## config.mk

```make
export PLATFORM = sky130hd
export DESIGN_NAME = tt_um_q5wan_4_bit_alu
export DESIGN_NICKNAME = d
export VERILOG_FILES = /design/src/rtl/tt_um_q5wan_4_bit_alu_pkg.sv /design/src/rtl/tt_um_q5wan_4_bit_alu_core.sv /design/src/rtl/tt_um_q5wan_4_bit_alu.sv
export SDC_FILE = /design/constraint.sdc
export NUM_CORES = 1
export LEC_CHECK = 0
export CORE_MARGIN = 4
export CORE_UTILIZATION = 50
export CTS_CLUSTER_SIZE = 30
export DETAILED_ROUTE_END_ITERATION = 6
export PLACE_DENSITY_LB_ADDON = 0.3
export SETUP_SLACK_MARGIN = 0.4
export SYNTH_ARGS = -nofsm -noshare
export SYNTH_HDL_FRONTEND = slang
export SYNTH_SLANG_ARGS = --single-unit
```

## constraint.sdc

```tcl
create_clock -name clk -period 1.1 [get_ports clk]
set_clock_uncertainty 0.15 [all_clocks]
set_input_delay 0.11 -clock clk [delete_from_list [all_inputs] [get_ports clk]]
set_output_delay 0.11 -clock clk [all_outputs]
set_load 0.03 [all_outputs]
```

## src/rtl/tt_um_q5wan_4_bit_alu_pkg.sv

```systemverilog
// rtl/tt_um_q5wan_4_bit_alu_pkg.sv - opcodes and flag positions for the 4-bit ALU tile
package tt_um_q5wan_4_bit_alu_pkg;

   localparam logic [3:0] OP_ADD = 4'h0;
   localparam logic [3:0] OP_ADC = 4'h1;
   localparam logic [3:0] OP_SUB = 4'h2;
   localparam logic [3:0] OP_SBB = 4'h3;
   localparam logic [3:0] OP_AND = 4'h4;
   localparam logic [3:0] OP_OR  = 4'h5;
   localparam logic [3:0] OP_XOR = 4'h6;
   localparam logic [3:0] OP_NOT = 4'h7;
   localparam logic [3:0] OP_SHL = 4'h8;
   localparam logic [3:0] OP_SHR = 4'h9;
   localparam logic [3:0] OP_ASR = 4'hA;
   localparam logic [3:0] OP_ROL = 4'hB;
   localparam logic [3:0] OP_ROR = 4'hC;
   localparam logic [3:0] OP_INC = 4'hD;
   localparam logic [3:0] OP_DEC = 4'hE;
   localparam logic [3:0] OP_CMP = 4'hF;

   localparam int FLAG_C = 4;
   localparam int FLAG_Z = 5;
   localparam int FLAG_N = 6;
   localparam int FLAG_V = 7;

endpackage

```

## src/rtl/tt_um_q5wan_4_bit_alu_core.sv

```systemverilog
// rtl/tt_um_q5wan_4_bit_alu_core.sv - combinational 4-bit ALU datapath with C/Z/N/V flags
module alu4_core
   import tt_um_q5wan_4_bit_alu_pkg::*;
(
   input  logic [3:0] i_a,
   input  logic [3:0] i_b,
   input  logic [3:0] i_op,
   input  logic       i_cin,
   output logic [3:0] o_r,
   output logic       o_c,
   output logic       o_z,
   output logic       o_n,
   output logic       o_v
);

   logic [3:0] w_addend;
   logic [3:0] w_subtr;
   logic       w_cy;
   logic       w_bw;
   logic [4:0] w_sum;
   logic [4:0] w_diff;
   logic       w_add_v;
   logic       w_sub_v;
   logic [3:0] w_r;
   logic       w_c;
   logic       w_v;
   logic       w_is_cmp;

   // INC/DEC share the adder/subtractor with a constant second operand.
   assign w_addend = (i_op == OP_INC) ? 4'd1 : i_b;
   assign w_subtr  = (i_op == OP_DEC) ? 4'd1 : i_b;
   assign w_cy     = (i_op == OP_ADC) & i_cin;
   assign w_bw     = (i_op == OP_SBB) & i_cin;
   assign w_sum    = {1'b0, i_a} + {1'b0, w_addend} + {4'd0, w_cy};
   assign w_diff   = {1'b0, i_a} - {1'b0, w_subtr} - {4'd0, w_bw};
   assign w_add_v  = (i_a[3] == w_addend[3]) && (w_sum[3] != i_a[3]);
   assign w_sub_v  = (i_a[3] != w_subtr[3]) && (w_diff[3] != i_a[3]);
   assign w_is_cmp = (i_op == OP_CMP);

   always_comb begin
      w_r = 4'd0;
      w_c = 1'b0;
      w_v = 1'b0;
      case (i_op)
         OP_ADD, OP_ADC, OP_INC: begin
            w_r = w_sum[3:0];
            w_c = w_sum[4];
            w_v = w_add_v;
         end
         OP_SUB, OP_SBB, OP_DEC: begin
            w_r = w_diff[3:0];
            w_c = ~w_diff[4];
            w_v = w_sub_v;
         end
         OP_AND: w_r = i_a & i_b;
         OP_OR:  w_r = i_a | i_b;
         OP_XOR: w_r = i_a ^ i_b;
         OP_NOT: w_r = ~i_a;
         OP_SHL: begin w_r = {i_a[2:0], 1'b0};   w_c = i_a[3]; end
         OP_SHR: begin w_r = {1'b0, i_a[3:1]};   w_c = i_a[0]; end
         OP_ASR: begin w_r = {i_a[3], i_a[3:1]}; w_c = i_a[0]; end
         OP_ROL: begin w_r = {i_a[2:0], i_a[3]}; w_c = i_a[3]; end
         OP_ROR: begin w_r = {i_a[0], i_a[3:1]}; w_c = i_a[0]; end
         OP_CMP: begin
            w_r = i_a;
            w_c = ~w_diff[4];
            w_v = w_sub_v;
         end
         default: w_r = 4'd0;
      endcase
   end

   // CMP passes A through but reports Z/N of the difference.
   assign o_r = w_r;
   assign o_c = w_c;
   assign o_v = w_v;
   assign o_z = w_is_cmp ? (w_diff[3:0] == 4'd0) : (w_r == 4'd0);
   assign o_n = w_is_cmp ? w_diff[3] : w_r[3];

endmodule

```

## src/rtl/tt_um_q5wan_4_bit_alu.sv

```systemverilog
// rtl/tt_um_q5wan_4_bit_alu.sv - Tiny Tapeout top: pin mapping and registered ALU output
module tt_um_q5wan_4_bit_alu
   import tt_um_q5wan_4_bit_alu_pkg::*;
(
   input  logic       clk,
   input  logic       rst_n,
   input  logic       ena,
   input  logic [7:0] ui_in,
   input  logic [7:0] uio_in,
   output logic [7:0] uo_out,
   output logic [7:0] uio_out,
   output logic [7:0] uio_oe
);

   logic [3:0] w_r;
   logic       w_c;
   logic       w_z;
   logic       w_n;
   logic       w_v;
   logic [7:0] w_next;
   logic [7:0] r_out;
   logic       w_unused;

   alu4_core u_core (
      .i_a   (ui_in[3:0]),
      .i_b   (ui_in[7:4]),
      .i_op  (uio_in[3:0]),
      .i_cin (uio_in[4]),
      .o_r   (w_r),
      .o_c   (w_c),
      .o_z   (w_z),
      .o_n   (w_n),
      .o_v   (w_v)
   );

   always_comb begin
      w_next         = 8'd0;
      w_next[3:0]    = w_r;
      w_next[FLAG_C] = w_c;
      w_next[FLAG_Z] = w_z;
      w_next[FLAG_N] = w_n;
      w_next[FLAG_V] = w_v;
   end

   always_ff @(posedge clk or negedge rst_n) begin
      if (!rst_n) begin
         r_out <= 8'd0;
      end else if (ena) begin
         r_out <= w_next;
      end
   end

   assign uo_out   = r_out;
   assign uio_out  = 8'd0;
   assign uio_oe   = 8'd0;
   assign w_unused = &{1'b0, uio_in[7:5]};

endmodule

```

==> results by group <==
Global routing
  • GRT overflow: 0
  • Largest net degree at the start of global routing: 24
  • First-pass GRT wire length: 9600 µm
  • Number of global-route vias before repair: 2037
  • GR Util All Layers: 28.1%
  • Antenna violations before repair: 0

Setup path
  • Critical Path Source Type: input port
  • R2R Setup Slk: 0.08 ns
  • Critical Path RT: 1.09 ns
  • Crit-path max FO: 4
  • CP arrival: 2.62 ns
  • WS Path Type: input port to register
  • Crit end category: register

Logic synthesis
  • Synth area leaders: ha_1 12%, dfrtp_1 12%, buf_4 8.4%
  • Ys flop type: dfrtp_1
  • Yosys top cell by area: ha_1
  • Synth Area per Inst: 7.82 µm²
  • Area fraction of the dominant cell type after synthesis: 12.5%
  • Synth cell types: 58
  • Synthesis Warnings: 0
  • EDFF count, synth: 0
  • Post-synthesis sequential area ratio: 11.7%
  • Cell Area, Synth: 1700 µm²
  • Yosys reg bits: 8
  • Most frequent cell after synthesis: buf_4
  • Gate Count Post-Synth: 218
  • Synth cell count leaders: 19 x buf_4, 17 x ha_1, 17 x inv_1
  • Asr flop ratio synth: 100%

Power
  • Lkg Pwr: 0.00119 µW
  • Overall power: 2070 µW
  • Power Density: 814 nW/µm²
  • Peak VDD IR: 866 µV

Placement
  • Port-buffer cells: 23
  • Routability congestion estimate: 0.917
  • Post-detail-place hpwl: 4210 µm
  • Cell area after placement: 2300 µm²

Clock network
  • Worst skew pair latency: 0.26 ns
  • Clock Path Buffers: 2
  • Clock Tree Root: clkbuf_4
  • Clock-pin slew on the worst setup and hold paths: 0.07 ns
  • CTS tree: built
  • CTS Buf Count: 3
  • # clock sinks: 8
  • H-tree levels: 1

Floorplan
  • Die X: 66.4 µm
  • Core area: 3150 µm²
  • Initial Utilization: 54.0%
  • Die height: 66.4 µm
  • Die ar.: 4410 µm²
  • Rows: 20
  • IO Count: 43

Routing
  • DRC: 0
  • Vias post-DR: 2019
  • Drt first-iter violations: 256
  • DRT Pass-1 Iters: 6
  • Vias/cell: 5.97
  • Drt wl/cell: 18.2 µm
  • Final wirelength: 6160 µm
  • Antenna viol nets, final: 0

Outcome
  • Status: finished, violations left
  • Violated checks: negative hold slack, negative setup slack

Layout
  • Share of cells above drive strength 1: 45.6%
  • Area growth syn-to-layout: 49.4%
  • Max FFs per register: 8
  • Nets: 335
  • # diodes: 0
  • Post-Layout Inst Area: 2550 µm²

Timing
  • Final worst setup slack: -1.52 ns
  • Setup violators final: 8
  • Part of the cycle the worst path needs: 239%
  • Fmax: 0.381 GHz
  • Final hold slack: -0.00631 ns
  • Max-slew violations: 0
  • Final min period: 2.62 ns
  • Hold Fails Final Rpt: 4
  • RSZ-0062 raised after global routing: true

Run
  • Max cap viols: 0

Hold path
  • Hold crit path type: input port to asynchronous set/reset pin
-- routing by layer --
| layer | vias up | GRT usage, % | wire length, µm |
|---|---|---|---|
| met3 | 19 | 5.95 | 592 |
| met5 | - | 0 | 0 |
| met4 | 0 | 6.09 | 132 |
| li1 | 901 | - | - |
| met1 | 965 | 34.9 | 2440 |
| met2 | 134 | 49.4 | 2990 |
-- cells by family (layout without fill, tap and decap cells) --
family / count (synthesis) / count (layout) / share of synthesized area, %
other: 1 / 16 / 0.220
AO/OA/AOI/OAI: 66 / 66 / 27.0
buffers and inverters: 47 / 108 / 17.0
AND/OR/NAND/NOR: 60 / 60 / 18.1
multiplexers: 8 / 8 / 5.14
adder cells (fa/ha/maj): 21 / 21 / 17.2
flip-flops: 8 / 8 / 11.7
XOR/XNOR: 7 / 7 / 3.60
-- cell type report --
cell class | instances | area, µm²
multi-input combinational | 178 | 1460
fill | 205 | 607
sequential | 8 | 209
timing repair buffer | 87 | 731
inverter | 17 | 63.8
clock buffer | 4 | 26.3
tap | 44 | 55.1
-- critical path, cell delays in order --
cell      delay, ns
buf_6          0.09
and3b_2        0.23
nand2_2        0.08
nand2_2        0.05
fa_2           0.54
inv_2          0.05
ha_4           0.15
o21ai_2        0.13
nand3b_1       0.19
xor2_2         0.22
buf_4          0.17
o211ai_1       0.19
a31oi_2        0.16
a31o_4         0.24
-- metrics by stage --
| stage | TNS (ns) | util [%] | setup WS [ns] | instances | hold slack, ns |
|---|---|---|---|---|---|
| 2_1_floorplan | -11.81 | - | -1.60 | 233 | -0.336 |
| 3_3_place_gp | -15.36 | 72.9 | -2.06 | 325 | 0.252 |
| 3_5_place_dp | -15.53 | 72.9 | -2.07 | 325 | 0.264 |
| 4_1_cts | -10.23 | 79.8 | -1.46 | 338 | -0.0123 |
| 5_1_grt | -11.27 | 80.8 | -1.59 | 338 | 0.0168 |
| 6_report | -10.65 | 80.8 | -1.52 | 338 | -0.00631 |
-- cells in the final DEF (no fill, tap or decap), types with 2 or more instances in the layout --
cell and n:
clkdlybuf4s50_1 8, nor2_4 2, o32a_1 3, nand2_2 6
o21ai_1 4, o22ai_1 4, ha_1 15, nor2b_1 2
o211ai_1 2, xnor2_1 3, o2111ai_1 3, a21oi_2 4
buf_6 13, buf_4 61, mux2_2 3, a21o_1 4
clkbuf_4 3, or4_4 2, xor2_2 2, dfrtp_2 7
a32o_1 2, dlygate4sd2_1 3, a21oi_1 13, conb_1 16
xor2_1 2, inv_1 14, o21ai_0 5, nand3b_1 2
nand2b_1 7, fa_2 4, inv_2 3, mux2_4 3
mux2i_1 2, a31oi_1 2, nand2_1 10, nor2_1 14
nand3_1 3
-- worst paths after layout --
kind	from	end	depth (start not counted)
max	uio_in[2]	uo_out[6]	14
min	rst_n	uo_out[1]	1
max reg2reg	uo_out[6]	uo_out[6]	2
min reg2reg	uo_out[3]	uo_out[3]	1
max in group asynchronous	rst_n	uo_out[7]	1
min in group clk	uo_out[3]	uo_out[3]	1
-- repair_timing --
action	in CTS	in global routing
endpoints found under the setup margin	16	16
endpoints found under the hold margin	8	0
cloned	0	0
buffers inserted	9	0
resized for setup	55	10
pin swaps	26	12
-- report_power, final --
part	switching (µW)	internal (µW)	total (µW)	leakage, µW
Clock	117	139	256	0.0000150
Combinational	759	666	1430	0.00108
Sequential	39.6	352	392	0.0000901
Power figures use the tool's default switching activity.
